### src/rtl/sadd_pipe.sv
// sadd_pipe: two-stage signed add/sub with overflow flag and saturating overflow counter; SADD_PIPE_SAT_EN clamps Result on overflow.
// Latency: 2 cycles from input transfer to OutValid, 1 beat/cycle sustained.
// Backpressure: InReady falls only when both stages hold beats and OutReady is low; a held output beat is stable.
module sadd_pipe #(
    parameter int DATAWIDTH = 8,
    parameter int CNTWIDTH  = 8
) (
    input  logic                 Clk,
    input  logic                 Rst,
    input  logic                 InValid,
    output logic                 InReady,
    input  logic [DATAWIDTH-1:0] A,
    input  logic [DATAWIDTH-1:0] B,
    input  logic                 Sub,
    output logic                 OutValid,
    input  logic                 OutReady,
    output logic [DATAWIDTH-1:0] Result,
    output logic                 Ovf,
    output logic [CNTWIDTH-1:0]  OvfCnt,
    input  logic                 ClrCnt
);

    localparam logic [CNTWIDTH-1:0] CNT_ONE = CNTWIDTH'(1);
    localparam logic [CNTWIDTH-1:0] CNT_MAX = '1;

    logic                 s1_vld_q, s1_vld_d;
    logic [DATAWIDTH-1:0] s1_a_q, s1_a_d;
    logic [DATAWIDTH-1:0] s1_b_q, s1_b_d;
    logic                 s1_sub_q, s1_sub_d;
    logic                 s2_vld_q, s2_vld_d;
    logic [DATAWIDTH-1:0] s2_res_q, s2_res_d;
    logic                 s2_ovf_q, s2_ovf_d;
    logic [CNTWIDTH-1:0]  cnt_q, cnt_d;

    logic                 s2_adv, s1_adv, out_xfer;
    logic [DATAWIDTH:0]   a_ext, b_ext, sum_ext;
    logic                 ovf_calc;
    logic [DATAWIDTH-1:0] res_calc;

    assign s2_adv   = !s2_vld_q || OutReady;
    assign s1_adv   = !s1_vld_q || s2_adv;
    assign out_xfer = s2_vld_q && OutReady;

    assign InReady  = s1_adv;
    assign OutValid = s2_vld_q;
    assign Result   = s2_res_q;
    assign Ovf      = s2_ovf_q;
    assign OvfCnt   = cnt_q;

    // One extra bit makes the true sum representable; overflow shows as a sign-bit disagreement.
    always_comb begin
        a_ext    = {s1_a_q[DATAWIDTH-1], s1_a_q};
        b_ext    = {s1_b_q[DATAWIDTH-1], s1_b_q};
        sum_ext  = s1_sub_q ? (a_ext - b_ext) : (a_ext + b_ext);
        ovf_calc = sum_ext[DATAWIDTH] != sum_ext[DATAWIDTH-1];
        res_calc = sum_ext[DATAWIDTH-1:0];
`ifdef SADD_PIPE_SAT_EN
        if (ovf_calc) begin
            res_calc = sum_ext[DATAWIDTH] ? {1'b1, {(DATAWIDTH-1){1'b0}}}
                                          : {1'b0, {(DATAWIDTH-1){1'b1}}};
        end
`endif
    end

    always_comb begin
        s1_vld_d = s1_vld_q;
        s1_a_d   = s1_a_q;
        s1_b_d   = s1_b_q;
        s1_sub_d = s1_sub_q;
        s2_vld_d = s2_vld_q;
        s2_res_d = s2_res_q;
        s2_ovf_d = s2_ovf_q;
        cnt_d    = cnt_q;

        if (s1_adv) begin
            s1_vld_d = InValid;
            if (InValid) begin
                s1_a_d   = A;
                s1_b_d   = B;
                s1_sub_d = Sub;
            end
        end

        if (s2_adv) begin
            s2_vld_d = s1_vld_q;
            if (s1_vld_q) begin
                s2_res_d = res_calc;
                s2_ovf_d = ovf_calc;
            end
        end

        // Clear wins over a same-cycle increment.
        if (ClrCnt) begin
            cnt_d = '0;
        end else if (out_xfer && s2_ovf_q && (cnt_q != CNT_MAX)) begin
            cnt_d = cnt_q + CNT_ONE;
        end
    end

    always_ff @(posedge Clk or negedge Rst) begin
        if (!Rst) begin
            s1_vld_q <= 1'b0;
            s1_a_q   <= '0;
            s1_b_q   <= '0;
            s1_sub_q <= 1'b0;
            s2_vld_q <= 1'b0;
            s2_res_q <= '0;
            s2_ovf_q <= 1'b0;
            cnt_q    <= '0;
        end else begin
            s1_vld_q <= s1_vld_d;
            s1_a_q   <= s1_a_d;
            s1_b_q   <= s1_b_d;
            s1_sub_q <= s1_sub_d;
            s2_vld_q <= s2_vld_d;
            s2_res_q <= s2_res_d;
            s2_ovf_q <= s2_ovf_d;
            cnt_q    <= cnt_d;
        end
    end

endmodule

### config.mk
export PLATFORM = sky130hd
export DESIGN_NAME = sadd_pipe
export DESIGN_NICKNAME = d
export VERILOG_FILES = /design/src/rtl/sadd_pipe.sv
export SDC_FILE = /design/constraint.sdc
export NUM_CORES = 1
export LEC_CHECK = 0
export BUFFER_PORTS_ARGS = -buffer_cell sky130_fd_sc_hd__buf_2
export CAP_MARGIN = 15
export CORE_MARGIN = 2
export CORE_UTILIZATION = 37
export DETAILED_ROUTE_END_ITERATION = 16
export HOLD_SLACK_MARGIN = 0.05
export SLEW_MARGIN = 5
export SYNTH_ARGS = -nofsm -noshare
export SYNTH_HDL_FRONTEND = slang
export SYNTH_SLANG_ARGS = --single-unit
### constraint.sdc
create_clock -name Clk -period 5.4 [get_ports Clk]
set_input_delay 0.54 -clock Clk [delete_from_list [all_inputs] [get_ports Clk]]
set_output_delay 0.54 -clock Clk [all_outputs]
set_load 0.01 [all_outputs]
==> summary.md, run 1 <==
| Metric | Value |
|---|---|
| Initial antenna violation count | 0 |
| Yosys warns | 0 |
| Synth cell types | 43 |
| Total grt overflow | 0 |
| Avg Cell Area, Syn | 11.3 um2 |
| Floorplan row count | 26 |
| GR Util met2 | about a fifth |
| Overall Global Routing Usage | around an eighth |
| Fmax | approximately 360 MHz |
| Worst Path Required | between 5 and 6 ns |
| FFs w/ async S/R, synth | 100% |
| Most frequent cells in the layout | 40 x buf_2, 36 x dfrtp_1, 20 x mux2_2 |
| Final-report max-slew violation count | 0 |
| Cells after Synth | roughly 170 |
| Layout Cells excl Fill | between 200 and 300 |
| Final Setup Violations | 0 |
| CP max FO | 5 |
| Largest net degree at the start of global routing | 37 |
| Vias per cell | between 4 and 5 |
| I/O Pins | roughly 40 |
| Final Skew | slightly below 0.007 ns |
| Hold buffers post-CTS | 0 |
| Synth Area in Compound Gates | 11.7% |
| DIE WIDTH | around 77 um |
| Largest family of logic cells by synthesized area | multiplexers |
| Sum Neg Setup Slack | 0 ns |
| Least-Margin Pin Slew | between 0.7 and 0.8 ns |
| Starting density of the core | a little under two fifths |
| Final hold viol count | 0 |
| Routed Antenna Nets | 0 |
| Resized Gates After CTS | 0 |
| Min Tclk post-route | about 2.8 ns |
| Hpwl dp | ~2.8 mm |
| Grt met1 use | between 15 and 20% |
| Tcrit/Tclk final | 50.9% |
| Post-Synth XOR/XNOR Area | around 8.3% |
| Drt total wl | about 3.6 mm |
| Number of clock sinks | 36 |
| Synth Flop Type | dfrtp_1 |
| Post-synthesis simple-gate area fraction | a little under an eighth |
| Dpl cells | 280 |
| Static leakage | ~1.1 nW |
| PortBufs | 40 |
| Yosys reg bits | 36 |
| Gr busiest metal | met2 |
| Die Area | 5890 um2 |
| Synthesized area | slightly below 2000 um2 |
| CP Class | register to register |
| RSZ-0062 raised after global routing | false |
| Setup crit start kind | register |
| FF-to-FF path depth | 10 |
| Area grow syn2layout | 18.8% |
| Fill count | roughly 510 |
| First-pass GRT wire length | roughly 6.1 mm |
| Root Buffer | clkbuf_8 |
| CP max-delay cell | dfrtp_1 |
| Pwr Density | ~420 nW/um2 |
| Crit path DAT | approximately 2.9 ns |
| CTS tree | built |
| Worst setup EP type | register |
| Post CTS Setup Buffer Count | 0 |
| Gpl congestion | 0.752 |
| Run status | finished, final reports clean |
| # nets final | 250 |
| Worst-Skew Late Latency | just under 0.3 ns |
| Ant. Diodes | 0 |
| WL/cell | approximately 13 um |
| Post-synth EDFFs | 0 |
| Syn_nets | ~210 |
| Worst path max stage delay | 0.43 ns |
| Vias in the first global route | approximately 1300 |
| Worst Hold Class | primary input to async pin |
| Core region area | 5110 um2 |
| Via count | ~1400 |
| CTS buffer count | 5 |
| Final Util | roughly 46% |
| Commonest non-fill, non-tap cell in the layout | buf_2 |
| Mux share of post-synthesis cell area | about 13% |
| CP dominant cell by count | xnor2_1 |
| Post-synthesis sequential area ratio | a little under half |
| Number of H-tree levels | 2 |
| Clk slew on worst S/H paths | about 0.070 ns |
| Clk buf depth | 2 |
| DR DRC count | 0 |
| Die Y | about 77 um |
| GR Layer Usage met3 | 3.65% |
| Share of cells above drive strength 1 | a little over a third |
| Overall power | between 0.9 and 1 mW |
| DR pass1 iterations | 4 |
| Slew HR | 47.0% |
| Post-Synth Adder-Cell Area | between 7 and 8% |
| Maximum capacitance violations | 0 |
| Maximum VDD drop | approximately 160 uV |
| Initial DRC count | 49 |
| Critical path cell sequence | nor4_2 -> a21oi_1 -> xnor2_1 -> ha_1 -> o21a_1 -> nor2_1 -> a21oi_4 -> xnor3_1 -> xnor2_1 -> mux2_2 |
cell usage after synthesis, types with 2 or more instances:
| master | n | area share (%) |
|---|---|---|
| a21oi_1 | 7 | 1.8 |
| nor2_1 | 13 | 2.5 |
| o21ai_1 | 2 | 0.51 |
| xnor2_1 | 11 | 4.9 |
| mux2i_1 | 2 | 1.0 |
| nand2b_1 | 3 | 0.96 |
| ha_1 | 10 | 6.4 |
| a21o_1 | 2 | 0.77 |
| nand2_1 | 11 | 2.1 |
| inv_1 | 7 | 1.3 |
| nand4_1 | 3 | 0.96 |
| xor2_1 | 5 | 2.2 |
| o21ai_0 | 8 | 2.0 |
| mux2_2 | 20 | 12 |
| or3_1 | 2 | 0.64 |
| a31oi_1 | 2 | 0.64 |
| nand3_1 | 3 | 0.77 |
| clkbuf_1 | 2 | 0.38 |
| nor3_1 | 2 | 0.51 |
| dfrtp_1 | 36 | 46 |
critical path: cells and delay by family (launching register included):
kind	cells	cell delay, ns
AO/OA/AOI/OAI	3	0.40
XOR/XNOR	3	0.67
adder cells (fa/ha/maj)	1	0.32
flip-flops	1	0.43
multiplexers	1	0.26
AND/OR/NAND/NOR	2	0.56
final timing paths:
kind / startpoint / endpoint / slack, ns
max in group asynchronous: Rst / s1_b_q[7]$_DFFE_PN0P_ / 4.55
min in group Clk: InValid / s1_vld_q$_DFFE_PN0N_ / 0.46
worst max register to register: s1_b_q[3]$_DFFE_PN0P_ / Ovf$_DFFE_PN0P_ / 2.65
worst min-delay path: Rst / Result[3]$_DFFE_PN0P_ / 0.34
worst max-delay path: s1_b_q[3]$_DFFE_PN0P_ / Ovf$_DFFE_PN0P_ / 2.65
worst min register to register: Result[6]$_DFFE_PN0P_ / Result[6]$_DFFE_PN0P_ / 0.47
area by class of cell:
type,count,area (um2),share of cell area [%]
flip-flops and latches,36,901,38.7
inverters,7,26.3,1.13
well taps,70,87.6,3.77
multi-input cells,127,1010,43.6
repair buffers,40,200,8.61
clock buffers,7,96.3,4.14
report_power, final:
| part | switching [mW] | internal [mW] | leakage [nW] |
|---|---|---|---|
| Combinational | 0.195 | 0.201 | 0.591 |
| Sequential | 0.0413 | 0.325 | 0.440 |
| Clock | 0.0906 | 0.114 | 0.0503 |
| Total | 0.327 | 0.639 | 1.08 |
registers in the layout (all words and copies together) (netlist names):
name and cells:
OvfCnt 8, Ovf 1, OutValid 1, s1_a_q 8, s1_sub_q 1, s1_vld_q 1, s1_b_q 8, Result 8
per-layer routing:
layer | share of wire (%) | vias up
met2 | 47 | 22
met5 | 0 | -
met1 | 47 | 671
met4 | 2.1 | 0
met3 | 3.9 | 6
li1 | - | 708
cell families (layout without fill, tap and decap cells):
group | after synthesis | in the layout
DFF | 36 | 36
and+or+nand+nor | 45 | 45
muxes | 22 | 22
adders and majority gates | 11 | 11
xor gates and xnor gates | 17 | 17
buffers and inverters | 11 | 54
AOI/OAI and AO/OA | 32 | 32
metrics by stage:
stage	worst slack, ns	instance area (um2)	hold slack (ns)
3_3_place_gp	2.63	2230	0.458
6_report	2.65	2330	0.336
5_1_grt	2.46	2330	0.406
2_1_floorplan	2.83	1960	0.244
3_5_place_dp	2.63	2230	0.464
4_1_cts	2.62	2330	0.371
Power figures use the tool's default switching activity.
==> inputs of run 2 (changes only) <==
==> constraint.sdc (replaced) <==
create_clock -name Clk -period 2.46 [get_ports Clk]
set_input_delay 0.246 -clock Clk [delete_from_list [all_inputs] [get_ports Clk]]
set_output_delay 0.246 -clock Clk [all_outputs]
set_load 0.01 [all_outputs]
==> summary.md, run 2 (synthesized netlist as in run 1, its figures left out) <==
| Metric | Value |
|---|---|
| Starting density of the core | 38.3% (unchanged) |
| Worst setup path end | Ovf$_DFFE_PN0P_ |
| First-pass GRT wire length | 6.48 mm (+6.4%) |
| DR pass1 iterations | 4 (unchanged) |
| Initial antenna violation count | 0 (unchanged) |
| Run status | finished with violations |
| DIE WIDTH | 76.7 um (unchanged) |
| Worst-Skew Late Latency | 0.29 ns (about the same) |
| Clk pwr share | 17.8% (-3.3 points) |
| Number of H-tree levels | 2 (unchanged) |
| Crit path launch | s1_b_q[5]$_DFFE_PN0P_ |
| WL/cell | 12.6 um (+0.55%) |
| Most frequent cells in the layout | 40 x buf_2, 35 x dfrtp_1, 25 x buf_4 |
| DR DRC count | 0 (unchanged) |
| I/O Pins | 41 (unchanged) |
| Sw Ratio | 34.1% (+0.30 points) |
| Core region area | 5110 um2 (unchanged) |
| Final instance area | 2620 um2 (+13%) |
| CP max FO | 4 (-1) |
| Die Y | 76.7 um (unchanged) |
| Maximum capacitance violations | 0 (unchanged) |
| Logic pwr share | 49.0% (+8.1 points) |
| Sequential Power Share | 33.2% (-4.7 points) |
| # nets final | 277 (+11%) |
| Share of cells above drive strength 1 | 47.8% (+13 points) |
| CTS buffer count | 5 (unchanged) |
| P_sw | 0.828 mW (+150%) |
| Worst path depth | 10 (unchanged) |
| Min Tclk post-route | 2.54 ns (-0.213 ns) |
| Worst path max stage delay | 0.41 ns (-0.02 ns) |
| Drt total wl | 3.96 mm (+10%) |
| Slew HR | 45.6% (-1.4 points) |
| Gpl congestion | 0.872 (+16%) |
| Tcrit/Tclk final | 103% (+52 points) |
| Hold buffers post-CTS | 0 (unchanged) |
| Pwr Density | 926 nW/um2 (+120%) |
| Via count | 1485 (+5.5%) |
| Final Skew | 0.00681 ns (-0.00000414 ns) |
| CP Class | register to register |
| Static leakage | 1.22 nW (+13%) |
| Crit path DAT | 2.71 ns (-0.22 ns) |
| GR Layer Usage met3 | 4.82% (+1.2 points) |
| Reg-to-reg critical path startpoint | s1_b_q[5]$_DFFE_PN0P_ |
| Final-report max-slew violation count | 0 (unchanged) |
| Setup crit start kind | register |
| Dpl ws | -0.0957 ns (-2.73 ns) |
| PortBufs | 40 (unchanged) |
| Reg2Reg Setup Slack | -0.08 ns (-2.73 ns) |
| Final hold viol count | 0 (unchanged) |
| Reg-to-Reg End | Ovf$_DFFE_PN0P_ |
| Final Setup Violations | 2 (+2) |
| Routed Antenna Nets | 0 (unchanged) |
| Vias per cell | 4.71 (-3.8%) |
| Root Buffer | clkbuf_8 |
| Largest net degree at the start of global routing | 37 (unchanged) |
| Hpwl dp | 2.99 mm (+8.4%) |
| CP top delay family | XOR/XNOR gates |
| Gr busiest metal | met2 |
| CP bufs+invs | 0 (unchanged) |
| Floorplan row count | 26 (unchanged) |
| Int Power | 1.60 mW (+150%) |
| CP max-delay cell | dfrtp_1 |
| Area grow syn2layout | 33.7% |
| Maximum VDD drop | 317 uV (+100%) |
| Worst Path Required | 2.63 ns (-2.95 ns) |
| Failing checks | setup timing |
| RSZ-0062 raised after global routing | true |
| Ant. Diodes | 0 (unchanged) |
| Critical path cell sequence | nor4_4 -> a41oi_1 -> xnor2_1 -> ha_1 -> o21a_1 -> nor2_2 -> a21oi_4 -> xnor3_1 -> xnor2_1 -> mux2_2 |
| Clk buf depth | 2 (unchanged) |
| Grt met1 use | 19.6% (+2.7 points) |
| Initial DRC count | 69 (+41%) |
| Least-Margin Pin Slew | 0.817 ns (+0.0217 ns) |
| Worst Hold Class | primary input to async pin |
| Number of clock sinks | 36 (unchanged) |
| CP dominant cell by count | xnor2_1 |
| Final worst setup slack | -0.0776 ns (-2.73 ns) |
| CTS tree | built |
| Total grt overflow | 0 (unchanged) |
| Vias in the first global route | 1320 (-1.0%) |
| Fmax | 394 MHz (+8.4%) |
| Placed Instance Area | 2390 um2 (+7.2%) |
| Clk slew on worst S/H paths | 0.07 ns (about the same) |
| Overall Global Routing Usage | 14.2% (+0.95 points) |
| Commonest non-fill, non-tap cell in the layout | buf_2 |
| Die Area | 5890 um2 (unchanged) |
| GR Util met2 | 20.3% (-0.44 points) |
| Worst setup EP type | register |
| FF-to-FF path depth | 10 (unchanged) |
## run 2: cell types whose count changed in the layout (fill, tap and decap cells not counted), moves of 2 or more
cell / previous run / this run
clkinv_2: 0 / 2
a21oi_2: 1 / 3
buf_4: 0 / 25
a31oi_4: 0 / 2
nor3_2: 0 / 2
nor2_1: 13 / 11
buf_6: 0 / 2
a21oi_1: 7 / 5
nor3_1: 2 / 0
## run 2: how the worst min path moves through the flow
stage | end | startpoint | cells past startpoint
after global placement | s1_vld_q$_DFFE_PN0N_ | Rst | 1
after floorplan | OutValid$_DFFE_PN0P_ | Rst | 0
after global routing | OvfCnt[2]$_DFFE_PN0P_ | Rst | 1
final | OvfCnt[6]$_DFFE_PN0P_ | Rst | 1
after detailed placement | Result[3]$_DFFE_PN0P_ | Rst | 1
after CTS | OvfCnt[2]$_DFFE_PN0P_ | Rst | 1
## run 2: area by class of cell
type	count	area (um2)
fillers	472	2490
multi-input cells	127	1100
flip-flops and latches	36	902
repair buffers	67	410
well taps	70	87.6
clock buffers	6	82.6
inverters	7	26.3
clock inverters	2	10.0
## run 2: power by group through the flow
stage                     clock, mW  combinational [mW]  sequential (mW)
after detailed placement          0                1.05            0.812
after global routing          0.485                1.30            0.821
after CTS                     0.459                1.06            0.804
after global placement            0                1.03            0.810
after floorplan                   0               0.637            0.833
final                         0.432                1.19            0.805
## run 2: worst reg2reg max path, delay by kind of cell, from the launching register on
kind	cells	cell delay (ns)
xor gates and xnor gates	3	0.54
AOI/OAI and AO/OA	3	0.47
DFF	1	0.41
and+or+nand+nor	2	0.40
adders and majority gates	1	0.34
muxes	1	0.26
## run 2: per-layer routing
metal,vias to the layer above,routed length [um]
li1,755,-
met1,700,1920
met2,24,1830
met3,6,147
met4,0,64
met5,-,0
## run 2: through the flow
step	std cells	utilization, %	setup TNS, ns	power, mW	hold WS (ns)
2_1_floorplan	174	-	0	1.47	-0.0496
6_report	315	51.3	-0.0991	2.43	0.0462
5_1_grt	315	51.3	-0.286	2.61	0.118
3_3_place_gp	300	46.8	-0.0498	1.84	0.393
4_1_cts	308	48.9	-0.0915	2.33	0.0696
3_5_place_dp	300	46.8	-0.0957	1.86	0.399
## run 2: timing repair
action,4_1_cts,5_1_grt
gates resized for setup,2,14
endpoints found under the setup margin,1,3
pin swaps,2,12
setup buffers,0,7
==> inputs of run 3 (changes only) <==
--- a/config.mk
+++ b/config.mk
@@ -8,9 +8,11 @@
 export BUFFER_PORTS_ARGS = -buffer_cell sky130_fd_sc_hd__buf_2
 export CAP_MARGIN = 15
 export CORE_MARGIN = 2
-export CORE_UTILIZATION = 37
+export CORE_UTILIZATION = 49
+export CTS_CLUSTER_DIAMETER = 100
 export DETAILED_ROUTE_END_ITERATION = 16
 export HOLD_SLACK_MARGIN = 0.05
+export PLACE_DENSITY = 0.76
 export SLEW_MARGIN = 5
 export SYNTH_ARGS = -nofsm -noshare
 export SYNTH_HDL_FRONTEND = slang
==> summary.md, run 3 (synthesized netlist as in run 1, its figures left out) <==
| Metric | Value |
|---|---|
| WL/cell | 14.5 um (+15%) |
| Final Skew | 0.00547 ns (-0.00134 ns) |
| Sum Neg Setup Slack | -0.265 ns (-0.166 ns) |
| Int Power | 1.58 mW (-0.93%) |
| Slew HR | 46.6% (+1.0 points) |
| Final instance area | 2580 um2 (-1.4%) |
| CP Class | register to register |
| Overall Global Routing Usage | 19.9% (+5.6 points) |
| P_sw | 0.831 mW (+0.36%) |
| Floorplan row count | 22 (-15%) |
| Wl on met1 | 1.89 mm (-1.8%) |
| Gpl congestion | 0.729 (-16%) |
| Final Util | 69.0% (+18 points) |
| Vias per cell | 5.15 (+9.3%) |
| Hpwl dp | 2.97 mm (-0.47%) |
| Worst path max stage delay | 0.40 ns (about the same) |
| Final hold viol count | 0 (unchanged) |
| Run status | finished with violations |
| CP max-delay cell | dfrtp_1 |
| Total grt overflow | 0 (unchanged) |
| Initial antenna violation count | 0 (unchanged) |
| Root Buffer | clkbuf_8 |
| # nets final | 275 (-0.72%) |
| DR DRC count | 0 (unchanged) |
| I/O Pins | 41 (unchanged) |
| DIE WIDTH | 67.2 um (-12%) |
| Ant. Diodes | 0 (unchanged) |
| Met3 wire length | 171 um (+16%) |
| Largest net degree at the start of global routing | 37 (unchanged) |
| Most frequent cells in the layout | 40 x buf_2, 36 x dfrtp_1, 25 x buf_4 |
| Area grow syn2layout | 31.8% |
| Via count | 1499 (+0.94%) |
| Setup crit start kind | register |
| Min Tclk post-route | 2.62 ns (+0.0796 ns) |
| Fmax | 382 MHz (-3.0%) |
| Number of H-tree levels | 2 (unchanged) |
| Initial DRC count | 65 (-5.8%) |
| Failing checks | setup timing |
| Die Area | 4520 um2 (-23%) |
| Maximum VDD drop | 448 uV (+41%) |
| Pwr Density | 935 nW/um2 (+0.96%) |
| Placed Instance Area | 2350 um2 (-1.8%) |
| Least-Margin Pin Slew | 0.801 ns (-0.0156 ns) |
| RSZ-0062 raised after global routing | true |
| Worst setup EP type | register |
| Worst Hold Class | primary input to async pin |
| Crit path DAT | 2.79 ns (+0.08 ns) |
| Tcrit/Tclk final | 106% (+3.2 points) |
| Logic pwr share | 49.0% (about the same) |
| Sequential Power Share | 33.3% (about the same) |
| Drt total wl | 4.21 mm (+6.1%) |
| Hold buffers post-CTS | 0 (unchanged) |
| Sw Ratio | 34.4% (+0.29 points) |
| Die Y | 67.2 um (-12%) |
| Final worst setup slack | -0.157 ns (-0.0796 ns) |
| Critical path cell sequence | nor4_4 -> a41oi_2 -> xnor2_2 -> ha_4 -> a22o_1 -> a31o_1 -> a31oi_2 -> xnor2_1 -> mux2_2 |
| CTS tree | built |
| Vias in the first global route | 1451 (+9.9%) |
| CP max FO | 4 (unchanged) |
| Fill count | 300 (-36%) |
| Clk pwr share | 17.7% (about the same) |
| Worst Path Required | 2.63 ns (about the same) |
| DR pass1 iterations | 4 (unchanged) |
| Highest Signal Layer | met4 |
| Metal2 WL | 2.02 mm (+11%) |
| Final-report max-slew violation count | 0 (unchanged) |
| Starting density of the core | 52.3% (+14 points) |
| First-pass GRT wire length | 6.51 mm (+0.42%) |
| Final Setup Violations | 2 (unchanged) |
| Commonest non-fill, non-tap cell in the layout | buf_2 |
| Routed Antenna Nets | 0 (unchanged) |
| Clk buf depth | 2 (unchanged) |
| CTS buffer count | 5 (unchanged) |
| Core region area | 3740 um2 (-27%) |
| Number of clock sinks | 36 (unchanged) |
| Clk slew on worst S/H paths | 0.06 ns (about the same) |
| Maximum capacitance violations | 0 (unchanged) |
| Share of cells above drive strength 1 | 47.7% (about the same) |
| PortBufs | 40 (unchanged) |
| Static leakage | 1.21 nW (-1.0%) |
| Worst-Skew Late Latency | 0.29 ns (about the same) |
-- run 3: layout make-up --
class                   count  area (um2)  share of cell area (%)
inverters                   7        26.3                    1.02
flip-flops and latches     36         901                    34.9
repair buffers             65         388                    15.0
well taps                  48        60.1                    2.33
clock buffers               8        90.1                    3.49
multi-input cells         127        1120                    43.2
-- run 3: what timing repair did --
| item | in CTS | in global routing |
|---|---|---|
| pin swaps | 2 | 12 |
| endpoints found under the hold margin | 0 | 0 |
| endpoints found under the setup margin | 2 | 2 |
| buffers inserted | 2 | 5 |
| resized for setup | 1 | 15 |
| cloned | 0 | 0 |
-- run 3: final timing paths --
check / from / end / slack, ns / cells after the start
setup reg to reg: s1_b_q[5]$_DFFE_PN0P_ / Ovf$_DFFE_PN0P_ / -0.16 / 9
min in group Clk: InValid / s1_vld_q$_DFFE_PN0N_ / 0.16 / 2
setup / recovery: s1_b_q[5]$_DFFE_PN0P_ / Ovf$_DFFE_PN0P_ / -0.16 / 9
hold / removal: Rst / Result[3]$_DFFE_PN0P_ / 0.04 / 1
hold reg to reg: Result[5]$_DFFE_PN0P_ / Result[5]$_DFFE_PN0P_ / 0.48 / 2
max in group asynchronous: Rst / s1_a_q[4]$_DFFE_PN0P_ / 1.91 / 1
-- run 3: power by group through the flow --
stage | registers [mW] | logic (mW) | clock network [mW]
after floorplan | 0.833 | 0.637 | 0
after global routing | 0.820 | 1.30 | 0.466
after CTS | 0.802 | 1.06 | 0.444
final | 0.804 | 1.18 | 0.428
after detailed placement | 0.811 | 1.04 | 0
after global placement | 0.805 | 1.02 | 0
-- run 3: per-layer routing --
layer,vias up,GRT usage (%)
met3,12,4.67
met5,-,0
met1,700,26.3
met2,34,30.4
met4,0,10.2
li1,753,-
-- run 3: worst max-delay path: cells and delay by family (launching register included) --
family	cells	cell delay (ns)
fa+ha+maj	1	0.26
simple gates	1	0.40
compound gates	4	0.82
flops	1	0.40
mux	1	0.26
xor+xnor	2	0.37
-- run 3: stage by stage --
stage	cells	setup WS [ns]	power [mW]	hold slack [ns]
finish	291	-0.157	2.41	0.0417
global route	291	-0.242	2.58	0.0980
CTS	286	-0.0855	2.31	0.0569
detailed placement	276	-0.143	1.86	0.375
global placement	276	-0.0457	1.82	0.373
floorplan	174	0.00846	1.47	-0.0496
